[src/rtl/dg0045_fetch.sv]
// dg0045_fetch: instruction-fetch stage of the DG0045 4-bit core.
// Runs the 8-phase machine cycle and drives the program counter onto the
// multiplexed PC_HL pins. It samples ROM bytes, assembles one- and two-byte
// instructions, and applies branch/return redirects at the cycle boundary.
//
// Optional feature: define DG0045_SKIP_EN to enable instruction skipping
// via skip_req. Without it, skip_req is ignored.
//
// state | meaning
// ------+---------------------------------------------------------------
// S_OP  | next ROM capture is an opcode byte (goes to ins_op)
// S_ARG | long opcode seen; next ROM capture is its argument (ins_arg)

module dg0045_fetch #(
  parameter int PIN_W = 5
) (
  input  logic                 clk,
  input  logic                 rst,
  input  logic                 ena,
  input  logic [7:0]           rom_data,
  input  logic                 br_load,
  input  logic [2*PIN_W-1:0]   br_addr,
  input  logic                 skip_req,
  output logic [PIN_W-1:0]     pc_hl,
  output logic                 pc_mux,
  output logic [2:0]           phase,
  output logic [2*PIN_W-1:0]   pc,
  output logic                 ins_valid,
  output logic [7:0]           ins_op,
  output logic [7:0]           ins_arg
);

  localparam int PC_W = 2 * PIN_W;

  localparam logic [0:0] S_OP  = 1'b0;
  localparam logic [0:0] S_ARG = 1'b1;

  localparam logic [2:0] PH_CAPTURE = 3'd5;
  localparam logic [2:0] PH_DECIDE  = 3'd6;
  localparam logic [2:0] PH_LAST    = 3'd7;

  logic [0:0]      state;
  logic            br_pend;
  logic [PC_W-1:0] br_tgt;

  logic [2:0]      phase_nxt;
  logic            cyc_end;
  logic            redirect;
  logic [PC_W-1:0] redir_addr;
  logic [PC_W-1:0] pc_nxt;
  logic            deliver;
  logic            skip_act;

  // Next-phase, next-PC and decision terms shared by the registers below.
  // A br_load on the last-phase edge itself takes priority over a pending one.
  always_comb begin
    phase_nxt  = phase + 3'd1;
    cyc_end    = (phase == PH_LAST);
    redirect   = cyc_end && (br_load || br_pend);
    redir_addr = br_load ? br_addr : br_tgt;
    pc_nxt     = pc;
    if (cyc_end) begin
      if (redirect) begin
        pc_nxt = redir_addr;
      end else begin
        pc_nxt = pc + {{(PC_W-1){1'b0}}, 1'b1};
      end
    end
    // An instruction completes on the decide edge unless the opcode just
    // captured starts a two-byte JMP/CALL-class instruction.
    deliver = (phase == PH_DECIDE) &&
              ((state == S_ARG) || (ins_op[7:6] != 2'b11));
  end

  // Phase counter, PC, pin drivers, instruction assembly and state machine.
  always_ff @(posedge clk) begin
    if (rst) begin
      phase     <= 3'd0;
      pc        <= '0;
      pc_hl     <= '0;
      pc_mux    <= 1'b0;
      ins_valid <= 1'b0;
      ins_op    <= 8'h00;
      ins_arg   <= 8'h00;
      state     <= S_OP;
    end else if (ena) begin
      phase  <= phase_nxt;
      pc     <= pc_nxt;
      // The pins present the half that belongs to the phase being entered.
      pc_mux <= (phase_nxt >= 3'd2);
      if (phase_nxt < 3'd2) begin
        pc_hl <= pc_nxt[PIN_W-1:0];
      end else begin
        pc_hl <= pc_nxt[PC_W-1:PIN_W];
      end

      if (phase == PH_CAPTURE) begin
        if (state == S_OP) begin
          ins_op <= rom_data;
        end else begin
          ins_arg <= rom_data;
        end
      end

      if (phase == PH_DECIDE) begin
        if (deliver) begin
          ins_valid <= !skip_act;
          state     <= S_OP;
        end else begin
          state     <= S_ARG;
        end
      end

      if (cyc_end) begin
        ins_valid <= 1'b0;
        // A redirect abandons any half-fetched long instruction.
        if (redirect) begin
          state <= S_OP;
        end
      end
    end
  end

  // Redirect request latch: the last request before the cycle boundary wins.
  always_ff @(posedge clk) begin
    if (rst) begin
      br_pend <= 1'b0;
      br_tgt  <= '0;
    end else if (ena) begin
      if (cyc_end) begin
        br_pend <= 1'b0;
      end else if (br_load) begin
        br_pend <= 1'b1;
        br_tgt  <= br_addr;
      end
    end
  end

`ifdef DG0045_SKIP_EN
  logic skip_flag;

  // Skip flag: armed by skip_req, consumed by the next completed
  // instruction, and dropped by any redirect.
  always_ff @(posedge clk) begin
    if (rst) begin
      skip_flag <= 1'b0;
    end else if (ena) begin
      if (redirect) begin
        skip_flag <= 1'b0;
      end else if (deliver) begin
        skip_flag <= skip_req;
      end else if (skip_req) begin
        skip_flag <= 1'b1;
      end
    end
  end

  assign skip_act = skip_flag;
`else
  logic unused_skip;

  assign skip_act    = 1'b0;
  assign unused_skip = skip_req;
`endif

endmodule

[config.mk]
export PLATFORM = sky130hd
export DESIGN_NAME = dg0045_fetch
export DESIGN_NICKNAME = d
export VERILOG_FILES = /design/src/rtl/dg0045_fetch.sv
export SDC_FILE = /design/constraint.sdc
export NUM_CORES = 1
export LEC_CHECK = 0
export ABC_AREA = 1
export CORE_MARGIN = 2
export CORE_UTILIZATION = 35
export CTS_BUF_LIST = sky130_fd_sc_hd__clkbuf_4 sky130_fd_sc_hd__clkbuf_8 sky130_fd_sc_hd__clkbuf_16
export DETAILED_ROUTE_END_ITERATION = 12
export SLEW_MARGIN = 20
export SYNTH_ARGS = -nofsm -noshare
export SYNTH_HDL_FRONTEND = slang
export SYNTH_SLANG_ARGS = --single-unit
[constraint.sdc]
create_clock -name clk -period 1.55 [get_ports clk]
set_input_delay 0.2325 -clock clk [delete_from_list [all_inputs] [get_ports clk]]
set_output_delay 0.2325 -clock clk [all_outputs]
set_load 0.005 [all_outputs]
==> results of run 1 <==
-- area by class of cell --
| type | count | area (um2) | share of cell area, % |
|---|---|---|---|
| Multi-Input combinational cell | 246 | 1306 | 36.99 |
| Sequential cell | 48 | 972.2 | 27.53 |
| Timing Repair Buffer | 100 | 905.9 | 25.66 |
| Inverter | 36 | 135.1 | 3.827 |
| Tap cell | 80 | 100.1 | 2.835 |
| Clock buffer | 6 | 76.32 | 2.162 |
| Clock inverter | 2 | 35.03 | 0.9922 |
-- power by group through the flow --
stage	Combinational, mW	Clock [mW]	Sequential, mW
2_1_floorplan	0.212	0	1.33
3_3_place_gp	0.435	0	1.33
3_5_place_dp	0.438	0	1.33
4_1_cts	0.446	0.950	1.30
5_1_grt	0.502	1.00	1.31
6_report	0.454	0.932	1.31
-- cells in the final DEF, fill, tap and decap left out --
| cell | count |
|---|---|
| sky130_fd_sc_hd__nand2_2 | 7 |
| sky130_fd_sc_hd__or2_2 | 1 |
| sky130_fd_sc_hd__inv_1 | 28 |
| sky130_fd_sc_hd__ha_4 | 2 |
| sky130_fd_sc_hd__nor3_4 | 2 |
| sky130_fd_sc_hd__nand3_1 | 23 |
| sky130_fd_sc_hd__clkinv_2 | 1 |
| sky130_fd_sc_hd__dfxtp_1 | 39 |
| sky130_fd_sc_hd__bufinv_16 | 1 |
| sky130_fd_sc_hd__nand3_2 | 3 |
| sky130_fd_sc_hd__nor2_1 | 41 |
| sky130_fd_sc_hd__nor2_4 | 3 |
| sky130_fd_sc_hd__nand2_1 | 73 |
| sky130_fd_sc_hd__inv_2 | 6 |
| sky130_fd_sc_hd__o21ai_0 | 37 |
| sky130_fd_sc_hd__a31oi_1 | 9 |
| sky130_fd_sc_hd__ha_1 | 4 |
| sky130_fd_sc_hd__clkbuf_8 | 5 |
| sky130_fd_sc_hd__a21oi_1 | 12 |
| sky130_fd_sc_hd__o21ai_1 | 3 |
| sky130_fd_sc_hd__nand4_1 | 2 |
| sky130_fd_sc_hd__o211ai_1 | 1 |
| sky130_fd_sc_hd__clkdlybuf4s50_1 | 52 |
| sky130_fd_sc_hd__nand2_4 | 3 |
| sky130_fd_sc_hd__nor2_2 | 3 |
| sky130_fd_sc_hd__buf_4 | 43 |
| sky130_fd_sc_hd__o21a_1 | 1 |
| sky130_fd_sc_hd__o22ai_1 | 7 |
| sky130_fd_sc_hd__nor3_1 | 1 |
| sky130_fd_sc_hd__dlymetal6s2s_1 | 5 |
| sky130_fd_sc_hd__a21oi_2 | 7 |
| sky130_fd_sc_hd__clkbuf_4 | 1 |
| sky130_fd_sc_hd__clkinv_1 | 2 |
| sky130_fd_sc_hd__mux2i_1 | 1 |
| sky130_fd_sc_hd__dfxtp_2 | 9 |
-- metrics by stage --
step	hold WS (ns)	setup TNS (ns)	area, um2
after floorplan	0.3674	0	2435
after global placement	0.4589	-1.439	3346
after detailed placement	0.4571	-1.698	3346
after CTS	0.4788	-0.02256	3478
after global routing	0.4741	-0.006995	3531
final	0.4463	0	3531
-- state kept, by name, summed over array words and instances, names as in the netlist --
| name | cells |
|---|---|
| phase | 3 |
| br_tgt | 10 |
| ins_valid | 1 |
| pc_hl | 5 |
| br_pend | 1 |
| pc_mux | 1 |
| pc | 10 |
| state | 1 |
| ins_arg | 8 |
| ins_op | 8 |
-- what timing repair did --
action                                  in CTS  in global routing
pin swaps                                    0                  4
buffers inserted                             0                  1
hold buffers                                 0                  0
endpoints found under the setup margin      19                 25
gates resized for setup                      8                 17
-- worst min path at each step --
stage                      from          to  slack [ns]  cells after the start
finish                  br_load   br_tgt[2]        0.45                      4
floorplan           rom_data[0]  ins_arg[0]        0.37                      2
global route            br_load   br_tgt[3]        0.47                      4
global placement      ins_valid   ins_valid        0.46                      1
CTS                   ins_valid   ins_valid        0.48                      1
detailed placement    ins_valid   ins_valid        0.46                      1
-- metal layers --
layer	track usage (%)	routed length, um	share of wire (%)
met1	22.61	3027	46
met2	30.23	3238	49
met3	4.265	296	4.5
met4	3.776	40	0.61
met5	0	0	0
-- worst max-delay path: stages (launching register included) --
cell                              delay, ns
sky130_fd_sc_hd__dfxtp_2               0.34
sky130_fd_sc_hd__buf_4                 0.13
sky130_fd_sc_hd__clkdlybuf4s50_1       0.50
-- kinds of logic (layout without fill, tap and decap cells) --
family | Yosys count | in the layout
mux | 1 | 1
simple gates | 162 | 162
fa+ha+maj | 6 | 6
compound gates | 77 | 77
buf+inv | 47 | 144
flops | 48 | 48
==> flow_summary.html, run 1 <==
<table>
<tr><th>Metric</th><th>Value</th></tr>
<tr><th colspan="2">Drt</th></tr>
<tr><td>Vias</td><td>around 2500</td></tr>
<tr><td>Number of iterations in the first detailed-routing pass</td><td>5</td></tr>
<tr><td>Average wire length per cell after detail routing</td><td>around 13 um</td></tr>
<tr><td>First DRT Iteration DRCs</td><td>between 90 and 100</td></tr>
<tr><td>Routed wire length</td><td>~6600 um</td></tr>
<tr><td>Drc violations</td><td>0</td></tr>
<tr><td>Count of nets left with antenna violations after detail routing</td><td>0</td></tr>
<tr><td>Ratio of routed vias to standard cells</td><td>slightly below 5</td></tr>
<tr><th colspan="2">Min path</th></tr>
<tr><td>Path class of the lowest-slack min-delay path</td><td>input pin to flop</td></tr>
<tr><th colspan="2">Logic synthesis</th></tr>
<tr><td>#FFs+latches synth</td><td>48</td></tr>
<tr><td>Count of flip-flops with a built-in enable after synthesis</td><td>0</td></tr>
<tr><td>Share of synthesized cell area in and, or, nand and nor gates</td><td>30.47%</td></tr>
<tr><td>Dominant cells by area after synthesis</td><td>sky130_fd_sc_hd__dfxtp_1, sky130_fd_sc_hd__nand2_1, sky130_fd_sc_hd__o21ai_0</td></tr>
<tr><td>Synthesized cell area</td><td>2435 um2</td></tr>
<tr><td>Adder-cell share of the synthesized area</td><td>under 10%</td></tr>
<tr><td>Combinational family with the most area after synthesis</td><td>simple AND/OR/NAND/NOR gates</td></tr>
<tr><td>Synth area leader</td><td>sky130_fd_sc_hd__dfxtp_1</td></tr>
<tr><td>Ranking of synthesized cells by instance count</td><td>sky130_fd_sc_hd__nand2_1, sky130_fd_sc_hd__dfxtp_1, sky130_fd_sc_hd__nor2_1</td></tr>
<tr><td>Proportion of synthesized area in mux cells</td><td>less than 1%</td></tr>
<tr><td>Distinct cell type count of the synthesized netlist</td><td>31</td></tr>
<tr><td>Sequential-to-total area share from yosys stat</td><td>slightly below 40%</td></tr>
<tr><td>XOR/XNOR share of the synthesized area</td><td>0%</td></tr>
<tr><td>Ys Warns</td><td>0</td></tr>
<tr><td>Most numerous cell in the Yosys netlist</td><td>sky130_fd_sc_hd__nand2_1</td></tr>
<tr><td>Async S/R FF share, synth</td><td>0%</td></tr>
<tr><td>Top FF cell, synth</td><td>sky130_fd_sc_hd__dfxtp_1</td></tr>
<tr><td>Top-area cell type share of the netlist area</td><td>39.47%</td></tr>
<tr><td>Share of the synthesized area in compound gates (AO/OA/AOI/OAI)</td><td>roughly 18%</td></tr>
<tr><td>Synthesized area per cell</td><td>a little over 7 um2</td></tr>
<tr><td>Net Count, Synth</td><td>370</td></tr>
<tr><td>Gate count after technology mapping</td><td>341</td></tr>
<tr><th colspan="2">Die</th></tr>
<tr><td>Effective utilization at floorplan</td><td>approximately 36%</td></tr>
<tr><td>Floorplan die area</td><td>~7600 um2</td></tr>
<tr><td>Row Count</td><td>30</td></tr>
<tr><td>Vertical die dimension</td><td>87.41 um</td></tr>
<tr><td>IO Count</td><td>between 50 and 60</td></tr>
<tr><td>Core Footprint</td><td>about 6800 um2</td></tr>
<tr><td>Horiz. Die Dim</td><td>slightly below 90 um</td></tr>
<tr><th colspan="2">Timing</th></tr>
<tr><td>Number of setup violations in the final report</td><td>0</td></tr>
<tr><td>Max-slew violation count</td><td>0</td></tr>
<tr><td>Slew of the pin with the lowest slew margin</td><td>around 0.37 ns</td></tr>
<tr><td>Hold Vio Cnt, Final</td><td>0</td></tr>
<tr><td>Final critical-path required period</td><td>~1.5 ns</td></tr>
<tr><td>Final worst slack</td><td>approximately 0.055 ns</td></tr>
<tr><td>Clock skew after layout</td><td>0.01004 ns</td></tr>
<tr><td>Share of the clock period used by the worst path after layout</td><td>96.47%</td></tr>
<tr><td>Normalized max-slew margin</td><td>between 70% and 80%</td></tr>
<tr><td>Maximum frequency from static timing analysis</td><td>~670 MHz</td></tr>
<tr><th colspan="2">Global routing</th></tr>
<tr><td>Largest net degree at the start of global routing</td><td>24</td></tr>
<tr><td>Antenna violations before repair</td><td>0</td></tr>
<tr><td>Remaining global-route overflow</td><td>0</td></tr>
<tr><td>Vias in the first global route</td><td>2398</td></tr>
<tr><td>First-pass GRT wire length</td><td>10780 um</td></tr>
<tr><td>Aggregate global-route resource usage</td><td>~18%</td></tr>
<tr><th colspan="2">Clock network</th></tr>
<tr><td>Buffer cell driving the clock tree root</td><td>sky130_fd_sc_hd__clkbuf_8</td></tr>
<tr><td>Cts bufs inserted</td><td>5</td></tr>
<tr><td>Clk Latency, worst-skew pair</td><td>between 0.3 and 0.4 ns</td></tr>
<tr><td>Clock tree from TritonCTS</td><td>done</td></tr>
<tr><td>Number of buffers between clock root and the deepest sink</td><td>2</td></tr>
<tr><td>Number of H-tree levels</td><td>2</td></tr>
<tr><td>CTS clock-pin slew for the worst setup and hold paths</td><td>about 0.090 ns</td></tr>
<tr><td>CTS sink cnt</td><td>48</td></tr>
<tr><th colspan="2">Critical path</th></tr>
<tr><td>End point of the critical path</td><td>phase[2]</td></tr>
<tr><td>Type of element capturing the critical path</td><td>output port</td></tr>
<tr><td>Reg2Reg Capture Point</td><td>pc_hl[0]</td></tr>
<tr><td>Timing startpoint of the critical path</td><td>phase[2]</td></tr>
<tr><td>Type of element launching the critical path</td><td>flop</td></tr>
<tr><td>Critical R2R Launch</td><td>phase[0]</td></tr>
<tr><td>Worst-case register-to-register setup slack</td><td>about 0.060 ns</td></tr>
<tr><td>Critical path data required time</td><td>1.32 ns</td></tr>
<tr><td>Type of the setup path with the least slack</td><td>flop to output port</td></tr>
<tr><td>Maximum net fanout on the critical path</td><td>5</td></tr>
<tr><td>Number of cells on the worst reg-to-reg path</td><td>9</td></tr>
<tr><td>CP Data Arrival Time</td><td>1.26 ns</td></tr>
<tr><th colspan="2">Placed design</th></tr>
<tr><td>Port bufs</td><td>between 50 and 60</td></tr>
<tr><td>Cells after DPL</td><td>around 510</td></tr>
<tr><td>Post-detailed-placement half-perimeter wirelength</td><td>~4700 um</td></tr>
<tr><td>Worst slack, placed</td><td>-0.2524 ns</td></tr>
<tr><td>Last weighted congestion value of the routability-driven placer</td><td>between 0.9 and 1</td></tr>
<tr><th colspan="2">Power</th></tr>
<tr><td>Switching part of the total</td><td>about 25%</td></tr>
<tr><td>Clk pwr share</td><td>34.6%</td></tr>
<tr><td>Peak supply drop</td><td>405.0 uV</td></tr>
<tr><td>Total power</td><td>approximately 2.7 mW</td></tr>
<tr><td>Internal power consumption</td><td>2.007 mW</td></tr>
<tr><td>Flop pwr share</td><td>between 40% and 50%</td></tr>
<tr><td>Static leakage</td><td>1.577 nW</td></tr>
<tr><td>Power Density</td><td>about 760 nW/um2</td></tr>
<tr><td>Gate power share</td><td>16.9%</td></tr>
<tr><td>Sw power</td><td>approximately 700 uW</td></tr>
<tr><th colspan="2">Layout</th></tr>
<tr><td>Share of final-layout standard cells stronger than drive strength 1</td><td>between 20 and 25%</td></tr>
<tr><td>Antenna fix cells</td><td>0</td></tr>
<tr><td>Final net count</td><td>466</td></tr>
<tr><td>Synthesis-to-finish area growth</td><td>45.02%</td></tr>
<tr><td>Post-layout util</td><td>between 50% and 60%</td></tr>
<tr><td>Filler Cell Count</td><td>686</td></tr>
<tr><td>Post-layout instance count excluding filler cells</td><td>between 500 and 600</td></tr>
<tr><th colspan="2">Run status</th></tr>
<tr><td>Status</td><td>finished, final reports clean</td></tr>
<tr><th colspan="2">Job</th></tr>
<tr><td>Maximum capacitance violations</td><td>0</td></tr>
</table>
(Power assumes the default switching activity.)
==> run 2: changes to the inputs <==
==> constraint.sdc (replaced) <==
create_clock -name clk -period 1.55 [get_ports clk]
set_input_delay 0.2325 -clock clk [delete_from_list [all_inputs] [get_ports clk]]
set_output_delay 0.2325 -clock clk [all_outputs]
set_load 0.05 [all_outputs]
==> run 2 against run 1 <==
Core utilization shrank 0.48 points. Non-clock buffer count shrank 5. Clock power shrank 2%. Critical path depth grew 7. Fmax shrank 0.39%. Global-route usage grew 0.44 points. Clock skew shrank 0.0032 ns. Die area is the same. Worst hold slack gained 0.024 ns. First-iteration DRC count shrank 4.1%. Setup slack lost 0.0059 ns. Critical endpoint is now pc_hl[0]. Highest routed layer unchanged.
==> flow_summary.html, run 2 (synthesized netlist as in run 1, its figures left out) <==
<table>
<tr><th>Metric</th><th>Value</th></tr>
<tr><th colspan="2">Drt</th></tr>
<tr><td>Number of iterations in the first detailed-routing pass</td><td>5 (unchanged)</td></tr>
<tr><td>Ratio of routed vias to standard cells</td><td>4.990 (+1.5%)</td></tr>
<tr><td>Count of nets left with antenna violations after detail routing</td><td>0 (unchanged)</td></tr>
<tr><td>Average wire length per cell after detail routing</td><td>13.14 um (+3.1%)</td></tr>
<tr><td>Detail Route met3 WL</td><td>345 um (+17%)</td></tr>
<tr><td>Routed wire length</td><td>6740 um (+2.1%)</td></tr>
<tr><td>Amount of wire on met2 after detailed routing</td><td>3269 um (+0.96%)</td></tr>
<tr><td>Drc violations</td><td>0 (unchanged)</td></tr>
<tr><td>Wl on met1</td><td>2984 um (-1.4%)</td></tr>
<tr><td>Vias</td><td>2560 (+0.51%)</td></tr>
<tr><td>First DRT Iteration DRCs</td><td>93 (-4.1%)</td></tr>
<tr><td>Uppermost layer routed</td><td>met4</td></tr>
<tr><th colspan="2">Power</th></tr>
<tr><td>Sw power</td><td>770.7 uW (+13%)</td></tr>
<tr><td>Total power</td><td>2.747 mW (+2.1%)</td></tr>
<tr><td>Peak supply drop</td><td>490.5 uV (+21%)</td></tr>
<tr><td>Switching part of the total</td><td>28.06% (+2.6 points)</td></tr>
<tr><td>Clk pwr share</td><td>33.4% (-1.2 points)</td></tr>
<tr><td>Power Density</td><td>785.1 nW/um2 (+3.0%)</td></tr>
<tr><td>Flop pwr share</td><td>47.5% (-1.0 points)</td></tr>
<tr><td>Static leakage</td><td>1.566 nW (-0.68%)</td></tr>
<tr><td>Internal power consumption</td><td>1.976 mW (-1.5%)</td></tr>
<tr><td>Gate power share</td><td>19.2% (+2.3 points)</td></tr>
<tr><th colspan="2">Timing</th></tr>
<tr><td>Normalized max-slew margin</td><td>74.36% (-0.84 points)</td></tr>
<tr><td>Final critical-path required period</td><td>1.501 ns (+0.005874 ns)</td></tr>
<tr><td>Clock skew after layout</td><td>0.006837 ns (-0.003207 ns)</td></tr>
<tr><td>Slew of the pin with the lowest slew margin</td><td>0.3837 ns (+0.01260 ns)</td></tr>
<tr><td>Unrepaired setup endpoints after global routing</td><td>true</td></tr>
<tr><td>Number of setup violations in the final report</td><td>0 (unchanged)</td></tr>
<tr><td>Max-slew violation count</td><td>0 (unchanged)</td></tr>
<tr><td>Maximum frequency from static timing analysis</td><td>666.2 MHz (-0.39%)</td></tr>
<tr><td>Final worst slack</td><td>0.04891 ns (-0.005874 ns)</td></tr>
<tr><td>Final hold slack</td><td>0.4706 ns (+0.02434 ns)</td></tr>
<tr><td>Share of the clock period used by the worst path after layout</td><td>96.84% (+0.38 points)</td></tr>
<tr><td>Hold Vio Cnt, Final</td><td>0 (unchanged)</td></tr>
<tr><th colspan="2">Layout</th></tr>
<tr><td>Antenna fix cells</td><td>0 (unchanged)</td></tr>
<tr><td>Share of final-layout standard cells stronger than drive strength 1</td><td>29.79% (+7.6 points)</td></tr>
<tr><td>Post-layout util</td><td>51.78% (-0.48 points)</td></tr>
<tr><td>Synthesis-to-finish area growth</td><td>43.68%</td></tr>
<tr><td>Final net count</td><td>461 (-1.1%)</td></tr>
<tr><td>Post-route design area</td><td>3498 um2 (-0.92%)</td></tr>
<tr><td>Leading cell types in the layout, fill and taps excluded</td><td>sky130_fd_sc_hd__nand2_1, sky130_fd_sc_hd__buf_4, sky130_fd_sc_hd__dfxtp_1</td></tr>
<tr><td>Most common library cell in the layout ignoring fill and taps</td><td>sky130_fd_sc_hd__nand2_1</td></tr>
<tr><td>Leading registers by flop count</td><td>br_tgt: 10 flops, pc: 10 flops</td></tr>
<tr><th colspan="2">Placed design</th></tr>
<tr><td>Worst slack, placed</td><td>-0.2336 ns (+0.01885 ns)</td></tr>
<tr><td>Last weighted congestion value of the routability-driven placer</td><td>0.8743 (-5.1%)</td></tr>
<tr><td>Placement-stage cell area</td><td>3343 um2 (about the same)</td></tr>
<tr><td>Port bufs</td><td>57 (unchanged)</td></tr>
<tr><td>Post-detailed-placement half-perimeter wirelength</td><td>5020 um (+5.9%)</td></tr>
<tr><th colspan="2">Critical path</th></tr>
<tr><td>Type of element capturing the critical path</td><td>flop</td></tr>
<tr><td>Crit path top cell by count</td><td>sky130_fd_sc_hd__nand3_1</td></tr>
<tr><td>Total number of cells along the worst setup path</td><td>9 (+7)</td></tr>
<tr><td>Worst path top cell family by delay</td><td>simple AND/OR/NAND/NOR gates</td></tr>
<tr><td>Slowest cell on the critical path</td><td>sky130_fd_sc_hd__dfxtp_4</td></tr>
<tr><td>Number of cells on the worst reg-to-reg path</td><td>9 (unchanged)</td></tr>
<tr><td>Critical path buffers and inverters</td><td>1 (-1)</td></tr>
<tr><td>Peak per-stage delay on the critical path</td><td>0.36 ns (-0.14 ns)</td></tr>
<tr><td>Critical path data required time</td><td>1.76 ns (+0.44 ns)</td></tr>
<tr><td>Type of element launching the critical path</td><td>flop</td></tr>
<tr><td>Maximum net fanout on the critical path</td><td>5 (unchanged)</td></tr>
<tr><td>Critical-path cell list</td><td>ha_2 &gt; ha_4 &gt; inv_2 &gt; nor2_4 &gt; nand3_1 &gt; o211ai_1 &gt; nand3_1 &gt; nand2_1 &gt; a21oi_1</td></tr>
<tr><td>CP Data Arrival Time</td><td>1.71 ns (+0.45 ns)</td></tr>
<tr><td>Type of the setup path with the least slack</td><td>flop to flop</td></tr>
<tr><th colspan="2">Global routing</th></tr>
<tr><td>Antenna violations before repair</td><td>0 (unchanged)</td></tr>
<tr><td>Remaining global-route overflow</td><td>0 (unchanged)</td></tr>
<tr><td>First-pass GRT wire length</td><td>11050 um (+2.6%)</td></tr>
<tr><td>Vias in the first global route</td><td>2475 (+3.2%)</td></tr>
<tr><td>Largest net degree at the start of global routing</td><td>22 (-8.3%)</td></tr>
<tr><td>Aggregate global-route resource usage</td><td>18.15% (+0.44 points)</td></tr>
<tr><th colspan="2">Clock network</th></tr>
<tr><td>Buffer cell driving the clock tree root</td><td>sky130_fd_sc_hd__clkbuf_8</td></tr>
<tr><td>Clock tree from TritonCTS</td><td>done</td></tr>
<tr><td>CTS clock-pin slew for the worst setup and hold paths</td><td>0.09 ns (about the same)</td></tr>
<tr><td>Clk Latency, worst-skew pair</td><td>0.30 ns (about the same)</td></tr>
<tr><td>Number of buffers between clock root and the deepest sink</td><td>2 (unchanged)</td></tr>
<tr><td>CTS sink cnt</td><td>48 (unchanged)</td></tr>
<tr><td>Number of H-tree levels</td><td>2 (unchanged)</td></tr>
<tr><td>Cts bufs inserted</td><td>5 (unchanged)</td></tr>
<tr><td>Post-cts hold buffer count</td><td>0 (unchanged)</td></tr>
<tr><th colspan="2">Die</th></tr>
<tr><td>IO Count</td><td>59 (unchanged)</td></tr>
<tr><td>Horiz. Die Dim</td><td>87.41 um (unchanged)</td></tr>
<tr><td>Row Count</td><td>30 (unchanged)</td></tr>
<tr><td>Vertical die dimension</td><td>87.41 um (unchanged)</td></tr>
<tr><td>Effective utilization at floorplan</td><td>36.04% (unchanged)</td></tr>
<tr><td>Core Footprint</td><td>6756 um2 (unchanged)</td></tr>
<tr><td>Floorplan die area</td><td>7640 um2 (unchanged)</td></tr>
<tr><th colspan="2">Job</th></tr>
<tr><td>Maximum capacitance violations</td><td>0 (unchanged)</td></tr>
<tr><th colspan="2">Min path</th></tr>
<tr><td>Path class of the lowest-slack min-delay path</td><td>flop to flop</td></tr>
<tr><td>Worst hold path stage count</td><td>2 (-2)</td></tr>
<tr><th colspan="2">Run status</th></tr>
<tr><td>Status</td><td>finished, final reports clean</td></tr>
</table>
==> run 2: layer usage <==
metal	vias up	GRT usage [%]
li1	1297	-
met1	1189	21.95
met2	62	32.02
met3	12	3.602
met4	0	5.874
met5	-	0
==> run 2: final timing paths <==
check	to	slack, ns	startpoint
worst min-delay path	pc_hl[0]	0.47	pc_hl[0]
worst max register to register	pc_hl[0]	0.05	phase[0]
worst min register to register	pc_hl[0]	0.47	pc_hl[0]
worst max-delay path	pc_hl[0]	0.05	phase[0]
==> run 2: metrics by stage <==
stage	setup TNS (ns)	instances
after global routing	-0.1295	513
final	0	513
after global placement	-1.428	505
after floorplan	-0.003275	341
after CTS	0	513
after detailed placement	-1.767	505
==> run 2: area by class of cell <==
cell class / instances / area (um2)
Clock buffer: 5 / 68.82
Clock inverter: 3 / 41.29
Fill cell: 687 / 3258
Inverter: 36 / 135.1
Multi-Input combinational cell: 246 / 1310
Sequential cell: 48 / 973.4
Tap cell: 80 / 100.1
Timing Repair Buffer: 95 / 869.6
==> run 2: what timing repair did <==
action,4_1_cts,5_1_grt
cloned,0,0
gates resized for setup,4,10
pin swaps,0,4
buffers inserted,0,0
endpoints found under the setup margin,15,22
==> run 2: power by group through the flow <==
| stage | Clock, mW | Sequential [mW] | Combinational (mW) |
|---|---|---|---|
| after floorplan | 0 | 1.42 | 0.213 |
| after global placement | 0 | 1.33 | 0.508 |
| after detailed placement | 0 | 1.33 | 0.513 |
| after CTS | 0.948 | 1.30 | 0.521 |
| after global routing | 0.991 | 1.31 | 0.573 |
| final | 0.916 | 1.30 | 0.526 |
==> run 2: worst reg2reg max path: stages (launching register included) <==
cell and delay (ns):
sky130_fd_sc_hd__dfxtp_4 0.36, sky130_fd_sc_hd__ha_2 0.20, sky130_fd_sc_hd__ha_4 0.18, sky130_fd_sc_hd__inv_2 0.06, sky130_fd_sc_hd__nor2_4 0.11, sky130_fd_sc_hd__nand3_1 0.09, sky130_fd_sc_hd__o211ai_1 0.14, sky130_fd_sc_hd__nand3_1 0.13
sky130_fd_sc_hd__nand2_1 0.09, sky130_fd_sc_hd__a21oi_1 0.06
==> run 3: changes to the inputs <==
==> constraint.sdc (replaced) <==
create_clock -name clk -period 1.3 [get_ports clk]
set_input_delay 0.195 -clock clk [delete_from_list [all_inputs] [get_ports clk]]
set_output_delay 0.195 -clock clk [all_outputs]
set_load 0.05 [all_outputs]
==> run 3 against run 2 <==
The run now ends with setup timing left. Sequential cell count unchanged. Sequential share of layout area down 4.6 points. Core utilization up 11 points. Die area unchanged. Count of clock-buffer cells in the layout up 1. Via count up 4.5%. Register-to-register slack worse by 0.19 ns. First-iteration DRC count up 3.2%. Critical path type unchanged. Critical endpoint is now pc_hl[2].
==> flow_summary.html, run 3 (synthesized netlist as in run 1, its figures left out) <==
<table>
<tr><th>Metric</th><th>Value</th></tr>
<tr><th colspan="2">Die</th></tr>
<tr><td>Row Count</td><td>30 (unchanged)</td></tr>
<tr><td>Floorplan die area</td><td>7640 um2 (unchanged)</td></tr>
<tr><td>Effective utilization at floorplan</td><td>36.04% (unchanged)</td></tr>
<tr><td>Vertical die dimension</td><td>87.41 um (unchanged)</td></tr>
<tr><td>IO Count</td><td>59 (unchanged)</td></tr>
<tr><td>Core Footprint</td><td>6756 um2 (unchanged)</td></tr>
<tr><td>Horiz. Die Dim</td><td>87.41 um (unchanged)</td></tr>
<tr><th colspan="2">Timing</th></tr>
<tr><td>Final critical-path required period</td><td>1.439 ns (-0.06162 ns)</td></tr>
<tr><td>Number of setup violations in the final report</td><td>43 (+43)</td></tr>
<tr><td>Maximum frequency from static timing analysis</td><td>694.7 MHz (+4.3%)</td></tr>
<tr><td>Slew of the pin with the lowest slew margin</td><td>0.3500 ns (-0.03375 ns)</td></tr>
<tr><td>Clock skew after layout</td><td>0.006431 ns (-0.0004068 ns)</td></tr>
<tr><td>Setup TNS Final</td><td>-3.634 ns (-3.634 ns)</td></tr>
<tr><td>Final worst slack</td><td>-0.1395 ns (-0.1884 ns)</td></tr>
<tr><td>Max-slew violation count</td><td>0 (unchanged)</td></tr>
<tr><td>Normalized max-slew margin</td><td>76.42% (+2.1 points)</td></tr>
<tr><td>Hold Vio Cnt, Final</td><td>0 (unchanged)</td></tr>
<tr><td>Final hold slack</td><td>0.4954 ns (+0.02479 ns)</td></tr>
<tr><td>Share of the clock period used by the worst path after layout</td><td>110.7% (+14 points)</td></tr>
<tr><td>Unrepaired setup endpoints after global routing</td><td>true</td></tr>
<tr><th colspan="2">Layout</th></tr>
<tr><td>Synthesis-to-finish area growth</td><td>73.48%</td></tr>
<tr><td>Most common library cell in the layout ignoring fill and taps</td><td>sky130_fd_sc_hd__nand2_1</td></tr>
<tr><td>Share of final-layout standard cells stronger than drive strength 1</td><td>40.00% (+10 points)</td></tr>
<tr><td>Antenna fix cells</td><td>0 (unchanged)</td></tr>
<tr><td>Leading registers by flop count</td><td>br_tgt: 10 flops, pc: 10 flops</td></tr>
<tr><td>Post-layout util</td><td>62.52% (+11 points)</td></tr>
<tr><td>Final net count</td><td>488 (+5.9%)</td></tr>
<tr><td>Filler Cell Count</td><td>589 (-14%)</td></tr>
<tr><td>Leading cell types in the layout, fill and taps excluded</td><td>sky130_fd_sc_hd__nand2_1, sky130_fd_sc_hd__buf_4, sky130_fd_sc_hd__dfxtp_1</td></tr>
<tr><th colspan="2">Global routing</th></tr>
<tr><td>Antenna violations before repair</td><td>0 (unchanged)</td></tr>
<tr><td>Largest net degree at the start of global routing</td><td>21 (-4.5%)</td></tr>
<tr><td>Vias in the first global route</td><td>2705 (+9.3%)</td></tr>
<tr><td>Remaining global-route overflow</td><td>0 (unchanged)</td></tr>
<tr><td>Aggregate global-route resource usage</td><td>19.81% (+1.7 points)</td></tr>
<tr><td>First-pass GRT wire length</td><td>12050 um (+9.1%)</td></tr>
<tr><th colspan="2">Drt</th></tr>
<tr><td>Drc violations</td><td>0 (unchanged)</td></tr>
<tr><td>Average wire length per cell after detail routing</td><td>13.28 um (+1.1%)</td></tr>
<tr><td>Vias</td><td>2674 (+4.5%)</td></tr>
<tr><td>Count of nets left with antenna violations after detail routing</td><td>0 (unchanged)</td></tr>
<tr><td>First DRT Iteration DRCs</td><td>96 (+3.2%)</td></tr>
<tr><td>Routed wire length</td><td>7170 um (+6.4%)</td></tr>
<tr><td>Ratio of routed vias to standard cells</td><td>4.952 (-0.77%)</td></tr>
<tr><td>Number of iterations in the first detailed-routing pass</td><td>4 (-1)</td></tr>
<tr><th colspan="2">Run status</th></tr>
<tr><td>Violated checks</td><td>setup timing</td></tr>
<tr><td>Status</td><td>finished, violations left</td></tr>
<tr><th colspan="2">Clock network</th></tr>
<tr><td>Clk Latency, worst-skew pair</td><td>0.30 ns (about the same)</td></tr>
<tr><td>Buffer cell driving the clock tree root</td><td>sky130_fd_sc_hd__clkbuf_8</td></tr>
<tr><td>Clock tree from TritonCTS</td><td>done</td></tr>
<tr><td>Post-cts hold buffer count</td><td>0 (unchanged)</td></tr>
<tr><td>CTS sink cnt</td><td>48 (unchanged)</td></tr>
<tr><td>CTS clock-pin slew for the worst setup and hold paths</td><td>0.10 ns (about the same)</td></tr>
<tr><td>Number of buffers between clock root and the deepest sink</td><td>2 (unchanged)</td></tr>
<tr><td>Cts bufs inserted</td><td>5 (unchanged)</td></tr>
<tr><td>Number of H-tree levels</td><td>2 (unchanged)</td></tr>
<tr><th colspan="2">Power</th></tr>
<tr><td>Static leakage</td><td>1.812 nW (+16%)</td></tr>
<tr><td>Peak supply drop</td><td>621.8 uV (+27%)</td></tr>
<tr><td>Total power</td><td>3.531 mW (+29%)</td></tr>
<tr><td>Power Density</td><td>835.9 nW/um2 (+6.5%)</td></tr>
<tr><th colspan="2">Critical path</th></tr>
<tr><td>CP Data Arrival Time</td><td>1.69 ns (-0.02 ns)</td></tr>
<tr><td>Type of element launching the critical path</td><td>flop</td></tr>
<tr><td>Type of the setup path with the least slack</td><td>flop to flop</td></tr>
<tr><td>Critical path data required time</td><td>1.55 ns (-0.21 ns)</td></tr>
<tr><td>Type of element capturing the critical path</td><td>flop</td></tr>
<tr><td>Maximum net fanout on the critical path</td><td>8 (+3)</td></tr>
<tr><th colspan="2">Placed design</th></tr>
<tr><td>Post-detailed-placement half-perimeter wirelength</td><td>5269 um (+5.0%)</td></tr>
<tr><td>Last weighted congestion value of the routability-driven placer</td><td>0.8796 (+0.61%)</td></tr>
<tr><td>Port bufs</td><td>57 (unchanged)</td></tr>
<tr><th colspan="2">Job</th></tr>
<tr><td>Maximum capacitance violations</td><td>0 (unchanged)</td></tr>
<tr><th colspan="2">Min path</th></tr>
<tr><td>Path class of the lowest-slack min-delay path</td><td>input pin to flop</td></tr>
</table>
run 3: layout make-up:
class | count | area [um2] | area share, %
timing repair buffer | 121 | 1451 | 34.36
clock inverter | 2 | 38.79 | 0.9182
tap | 80 | 100.1 | 2.370
multi-input combinational | 247 | 1418 | 33.56
sequential | 48 | 982.2 | 23.25
clock buffer | 6 | 82.58 | 1.955
inverter | 36 | 151.4 | 3.584
run 3: timing repair:
item                       CTS  global route
resized for setup           20            22
setup endpoints to repair   44            48
pin swaps                    8             9
cloned                       1             0
buffers inserted             4             4
run 3: path summary, 6_finish.rpt:
| path | from | to | slack (ns) | cells after the start |
|---|---|---|---|---|
| setup / recovery | phase[1] | pc_hl[2] | -0.14 | 10 |
| hold / removal | br_addr[2] | br_tgt[2] | 0.50 | 3 |
| setup reg to reg | phase[1] | pc_hl[2] | -0.14 | 10 |
| hold reg to reg | br_tgt[8] | br_tgt[8] | 0.52 | 2 |
run 3: layer usage:
| layer | wire length (um) | up-vias | global-route usage [%] |
|---|---|---|---|
| met5 | 0 | - | 0 |
| met4 | 105 | 0 | 5.175 |
| met3 | 387 | 10 | 5.118 |
| met2 | 3562 | 69 | 35.40 |
| met1 | 3113 | 1240 | 23.37 |
| li1 | - | 1355 | - |
run 3: stage by stage:
step | worst slack [ns] | cell area, um2 | std cells
after CTS | -0.1366 | 4131 | 537
after floorplan | -0.1778 | 2524 | 341
final | -0.1395 | 4224 | 540
after global placement | -0.3732 | 3918 | 524
after global routing | -0.3026 | 4224 | 540
after detailed placement | -0.4127 | 3918 | 524
run 3: power breakdown:
| part | internal (mW) | total, mW | switching (mW) |
|---|---|---|---|
| registers | 1.52 | 1.57 | 0.0486 |
| clock network | 0.630 | 1.17 | 0.537 |
| logic | 0.388 | 0.795 | 0.407 |
| total | 2.54 | 3.53 | 0.992 |
run 3: worst max-delay path: stages, from the launching register on:
cell	delay [ns]
sky130_fd_sc_hd__dfxtp_4	0.38
sky130_fd_sc_hd__ha_4	0.14
sky130_fd_sc_hd__ha_4	0.23
sky130_fd_sc_hd__inv_6	0.05
sky130_fd_sc_hd__nor2_4	0.12
sky130_fd_sc_hd__nand2_1	0.06
sky130_fd_sc_hd__o21ai_1	0.07
sky130_fd_sc_hd__nand2_1	0.08
sky130_fd_sc_hd__nand3_1	0.07
sky130_fd_sc_hd__nand2_1	0.07
sky130_fd_sc_hd__a21oi_2	0.11
